File: config.mk
export PLATFORM = sky130hd
export DESIGN_NAME = fetch_unit
export DESIGN_NICKNAME = d
export VERILOG_FILES = /design/src/rtl/fetch_unit.sv
export SDC_FILE = /design/constraint.sdc
export NUM_CORES = 1
export LEC_CHECK = 0
export BUFFER_PORTS_ARGS = -buffer_cell sky130_fd_sc_hd__buf_2
export CORE_MARGIN = 2
export CORE_UTILIZATION = 60
export DETAILED_ROUTE_END_ITERATION = 16
export PLACE_DENSITY = 0.84
export REMOVE_ABC_BUFFERS = 1
export SKIP_LAST_GASP = 1
export SYNTH_ARGS = -nofsm -noshare
export SYNTH_HDL_FRONTEND = slang
export SYNTH_HIERARCHICAL = 1
export SYNTH_SLANG_ARGS = --single-unit
File: constraint.sdc
create_clock -name del_clk -period 11.4 [get_ports del_clk]
set_input_delay 2.28 -clock del_clk [delete_from_list [all_inputs] [get_ports del_clk]]
set_output_delay 2.28 -clock del_clk [all_outputs]
set_load 0.005 [all_outputs]
File: src/rtl/fetch_unit.sv
// Generic credit-managed FIFO: stores words written by the producer and presents the oldest word.
// Latency: a word written on edge N is visible at rd_dat after edge N; flush empties it on the same edge.
// Backpressure: no write-side ready; the producer must hold credits so it never writes past DEPTH unless a read retires a slot that same edge.
module fetch_fifo #(
    parameter int W     = 64,
    parameter int DEPTH = 2,
    localparam int AW   = $clog2(DEPTH),
    localparam int CW   = $clog2(DEPTH + 1)
) (
    input  logic          clk,
    input  logic          rst_n,
    input  logic          flush,
    input  logic          wr_vld,
    input  logic [W-1:0]  wr_dat,
    input  logic          rd_rdy,
    output logic          rd_vld,
    output logic [W-1:0]  rd_dat,
    output logic [CW-1:0] count
);
    logic [W-1:0]  mem [DEPTH];
    logic [AW-1:0] wr_ptr;
    logic [AW-1:0] rd_ptr;
    logic          do_rd;

    assign rd_vld = (count != '0);
    assign rd_dat = mem[rd_ptr];
    assign do_rd  = rd_vld & rd_rdy;

    // Pointers wrap naturally because DEPTH is a power of two.
    always_ff @(posedge clk or negedge rst_n) begin
        if (!rst_n) begin
            wr_ptr <= '0;
            rd_ptr <= '0;
            count  <= '0;
        end else if (flush) begin
            wr_ptr <= '0;
            rd_ptr <= '0;
            count  <= '0;
        end else begin
            if (wr_vld) wr_ptr <= wr_ptr + AW'(1);
            if (do_rd)  rd_ptr <= rd_ptr + AW'(1);
            count <= count + CW'(wr_vld) - CW'(do_rd);
        end
    end

    // Storage is not reset: a slot is only observed once count says it was written.
    always_ff @(posedge clk) begin
        if (wr_vld && !flush) mem[wr_ptr] <= wr_dat;
    end
endmodule

// Instruction fetch: owns the fetch PC, drives ins_mem, buffers returned words and hands {pc, instr} to decode.
// Latency: an address issued on edge N is pushed on edge N+1 (if_valid two edges after reset release or a redirect).
// Backpressure: issue only when the FIFO has a free credit for the returning word; with if_ready=0 and a full FIFO the PC and head hold.
// Ports: del_clk/rst_n clock and async active-low reset; imem_addr/imem_rdata ins_mem address and registered data;
//        redirect_valid/redirect_pc PC change from execute; if_valid/if_ready/if_pc/if_instr decode handshake.
module fetch_unit #(
    parameter logic [31:0] RESET_PC   = 32'h0000_0000,
    parameter int          FIFO_DEPTH = 2
) (
    input  logic        del_clk,
    input  logic        rst_n,
    output logic [31:0] imem_addr,
    input  logic [31:0] imem_rdata,
    input  logic        redirect_valid,
    input  logic [31:0] redirect_pc,
    output logic        if_valid,
    input  logic        if_ready,
    output logic [31:0] if_pc,
    output logic [31:0] if_instr
);
    localparam int CW = $clog2(FIFO_DEPTH + 1);

    typedef struct packed {
        logic [31:0] pc;
        logic [31:0] instr;
    } fetch_word_t;

    logic [31:0]   fetch_pc;
    logic [31:0]   inflight_pc;
    logic          inflight_vld;
    fetch_word_t   push_dat;
    fetch_word_t   head_dat;
    fetch_word_t   hold_dat;
    logic          head_vld;
    logic          pop;
    logic          push;
    logic          issue;
    logic [CW-1:0] count;
    logic [CW:0]   occ_next;

    assign imem_addr = fetch_pc;
    assign pop       = head_vld & if_ready;
    assign push      = inflight_vld & ~redirect_valid;
    assign push_dat  = {inflight_pc, imem_rdata};

    // Occupancy after this edge if nothing new were issued: buffered words plus the
    // word already in flight, minus what decode takes now. Issue only if a slot remains.
    assign occ_next = (CW+1)'(count) + (CW+1)'(inflight_vld) - (CW+1)'(pop);
    assign issue    = ~redirect_valid & (occ_next < (CW+1)'(FIFO_DEPTH));

    fetch_fifo #(
        .W     ($bits(fetch_word_t)),
        .DEPTH (FIFO_DEPTH)
    ) u_fifo (
        .clk    (del_clk),
        .rst_n  (rst_n),
        .flush  (redirect_valid),
        .wr_vld (push),
        .wr_dat (push_dat),
        .rd_rdy (if_ready),
        .rd_vld (head_vld),
        .rd_dat (head_dat),
        .count  (count)
    );

    always_ff @(posedge del_clk or negedge rst_n) begin
        if (!rst_n) begin
            fetch_pc     <= RESET_PC;
            inflight_vld <= 1'b0;
            inflight_pc  <= '0;
        end else if (redirect_valid) begin
            // Squash the word returning next cycle; the target issues on the following edge.
            fetch_pc     <= redirect_pc & 32'hFFFF_FFFC;
            inflight_vld <= 1'b0;
        end else begin
            inflight_vld <= issue;
            if (issue) begin
                inflight_pc <= fetch_pc;
                fetch_pc    <= fetch_pc + 32'd4;
            end
        end
    end

    // Decode sees the last presented head while the FIFO is empty (zero after reset).
    always_ff @(posedge del_clk or negedge rst_n) begin
        if (!rst_n) begin
            hold_dat <= '0;
        end else if (head_vld) begin
            hold_dat <= head_dat;
        end
    end

    assign if_valid          = head_vld;
    assign {if_pc, if_instr} = head_vld ? head_dat : hold_dat;
endmodule

==> key figures <==
Setup path
  • Startpoint types: primary input
  • Slowest CP cell: nor3_2
  • Cell family with most CP delay: simple AND/OR/NAND/NOR gates
  • Reg2reg start: u_fifo/count[1]
  • Critical Path, Cell by Cell: buf_2, and2_1, ha_1, nor2b_1, fa_1, xnor2_1, nor3_2, buf_4, mux2_2
  • Crit path max fanout: 22
  • Critical path class: in2reg
  • Setup crit start: if_ready
  • CP Capture Type: flop
  • Internal reg-to-reg setup slack: a little over 7000 ps
  • Max incr delay on CP: 700 ps
  • CP required: between 10,000 and 15,000 ps
  • Buf/Inv on CP: 2
  • Worst path arrival time: 5210 ps

Global routing
  • GR peak layer: met2
  • Total grt overflow: 0
  • Met3 Resource Use GR: about 4.3%
  • First-pass GRT wire length: about 34 mm
  • Initial antenna violation count: 0
  • GRT Resource Usage Total: between 20% and 30%
  • Vias in the first global route: 6,527
  • Met1 usage: ~30%
  • Maximum number of pins on one net before global-route repair: 77
  • Met2 Use GR: about 43%

Pwr
  • Psw: around 1000 uW
  • Pwr dens: approximately 270 nW/um^2
  • Reg power frac: around two fifths
  • Logic pwr share: between 30% and 40%
  • Max IR drop VDD: between 150 and 200 uV
  • Int Pwr: ~2300 uW
  • Clock power share: 24.5%
  • Sw Share: 30.0%
  • Leakage: around 0.0047 uW

Drt
  • WL per Instance: between 20 and 25 um
  • Drt drc: 0
  • Antenna-violating nets left: 0
  • Vias per cell: 5.82
  • Vias after detailed routing: a little over 6,000
  • Initial DRT Pass Iterations: 5
  • Number of DRC markers in iteration 0: approximately 460
  • Post-Route WL: about 21 mm

Clock tree
  • Clock Latency Late Sink: around 520 ps
  • Post-CTS Setup Repair Bufs: 0
  • H-Tree Depth: 1
  • Max clock buf depth: 3
  • Post-CTS Resized: 0
  • Clock slew at reported path FFs: 60 ps
  • Clock sink count: 257
  • Total CTS buffers: 26
  • CTS root buffer: clkbuf_16
  • CTS tree: built
  • Hold-fix buffers, CTS: 0

Cells and area
  • Final instance area: 12,100 sq um
  • Nets: 893
  • Share of cells above drive strength 1: between 40% and 50%
  • Most frequent cells in the layout: 159 x mux2_2, 159 x buf_2, 128 x dfrtp_1, 128 x edfxtp_1, 27 x clkbuf_16
  • Antenna diodes: 0
  • Fillers: 1,057
  • Area Overhead vs Synth: 17.5%

Placed design
  • Port bufs: 160
  • GP Congestion: ~0.8
  • Hpwl dp: 13.4 mm
  • Placed Area: 11,300 sq um

Synth
  • Post-synthesis adder-cell area fraction: 0.680%
  • Post-synth EDFFs: 128
  • Fraction of registers with async set/reset: around 50%
  • Syn Inst Count: between 600 and 700
  • Mux contribution to synthesized area: between 15 and 20%
  • Simple-gate share of the synthesized area: under 10%
  • Main combinational cell family by area after synthesis: multiplexers
  • Post-synthesis register bit count: roughly 260
  • Syn Area/Cell: roughly 16 sq um
  • Ys Warns: 6
  • Most used DFF post-synth: dfrtp_1
  • XOR/XNOR Fraction of Synth Area: between 1 and 1.5%
  • Mapped cell area: between 10,000 and 15,000 sq um
  • Synth Area in Compound Gates: 3.24%
  • Sequential share of the synthesized area: 68.7%
  • Count of cell types in the netlist: between 40 and 50

Floorplanning
  • Core area: 16,700 sq um
  • Die height: about 140 um
  • Io pins: about 170
  • Die area: approximately 18,000 sq um
  • Placement Rows: between 40 and 50
  • Die X: between 100 and 150 um
  • Initial Util: between 60% and 70%

STA
  • Slew headroom: a little under a third
  • Final Hold Fails: 0
  • Unrepaired setup endpoints after global routing: false
  • Fmax: about 210 MHz
  • Setup_tns: 0 ps
  • Setup violations, final: 0
  • Tcrit/Tclk final: 42.2%
  • Final Max Tran Viols: 0
  • Layout Skew: around 13 ps
  • Tmin final: 4810 ps
  • Worst-Margin Slew: just over 1000 ps
  • Fin Hold WS: around 470 ps

Run
  • Max_cap viols: 0

Run status
  • Status: completed

Min path
  • Hold_sp: inflight_pc[28]
  • Hold crit path type: reg2reg
[per-layer routing]
metal / vias to the layer above / part of all wire (%) / wire (um)
met5: - / 0 / 0
met4: 0 / 2.3 / 491
met3: 42 / 7.0 / 1480
met2: 249 / 50 / 10700
met1: 3094 / 40 / 8550
li1: 2786 / - / -
[path summary, 6_finish.rpt]
| check | to | cells after the start |
|---|---|---|
| setup / recovery | inflight_pc[29] | 9 |
| hold / removal | u_fifo/mem[0][60] | 0 |
| setup reg to reg | inflight_pc[29] | 9 |
| hold reg to reg | u_fifo/mem[0][60] | 0 |
| max in group asynchronous | u_fifo/rd_ptr | 2 |
| min in group asynchronous | hold_dat[30] | 1 |
[registers in the layout, summed over array words and instances, names as in the netlist]
register,flops
u_fifo/mem,128
hold_dat,64
imem_addr,30
inflight_pc,30
u_fifo/count,2
inflight_vld,1
u_fifo/rd_ptr,1
u_fifo/wr_ptr,1
[power groups by stage]
stage / logic [uW] / registers (uW) / clock network (uW)
2_1_floorplan: 705 / 1350 / 0
3_3_place_gp: 1070 / 1350 / 0
3_5_place_dp: 1110 / 1370 / 0
4_1_cts: 1130 / 1360 / 816
5_1_grt: 1210 / 1380 / 855
6_report: 1110 / 1360 / 801
[cell families (layout without fill, tap and decap cells)]
family / Yosys count / count (layout)
other cells: 1 / 6
xor+xnor: 13 / 13
buf+inv: 40 / 223
mux: 160 / 160
flops: 257 / 257
fa+ha+maj: 5 / 5
simple gates: 126 / 126
compound gates: 50 / 50
[cells in the mapped netlist, drive strengths merged, types with 2 or more instances]
library cell  count  area (sq um)
a22o              2          17.5
inv               8          30.0
ha                4          50.1
nand4            11          68.8
or4              11          82.6
o31a              3          26.3
or3               3          18.8
buf              15           111
nand3            19          95.1
nor2             20          75.1
clkbuf           16          60.1
nor3              8          40.0
o21a              2          15.0
and2              2          12.5
o31ai             8          60.1
mux2            159          1790
nand2            21          78.8
a31oi            12          75.1
nor2b             9          56.3
nand2b            4          25.0
and4              5          43.8
o21ai            15          75.1
nor4              5          31.3
and3              4          25.0
dfrtp           129          3230
xnor2            11          96.3
edfxtp          128          3840
[through the flow]
stage                     util (%)  setup slack, ps  cells  power, uW
after global placement        67.6             6160   1012       2420
after global routing          72.5             6430   1060       3450
after CTS                     72.5             6600   1060       3300
after detailed placement      67.6             6070   1012       2490
final                         72.5             6590   1060       3270
after floorplan                  -             3620    626       2060
[cell type report]
type | count | area, sq um | share of cell area (%)
Clock buffer | 37 | 733 | 6.06
Clock inverter | 11 | 80.1 | 0.662
Inverter | 9 | 33.8 | 0.279
Multi-Input combinational cell | 360 | 3060 | 25.3
Sequential cell | 257 | 7070 | 58.4
Tap cell | 220 | 275 | 2.27
Timing Repair Buffer | 166 | 852 | 7.04
No activity file was read; power rests on OpenSTA's default activity.
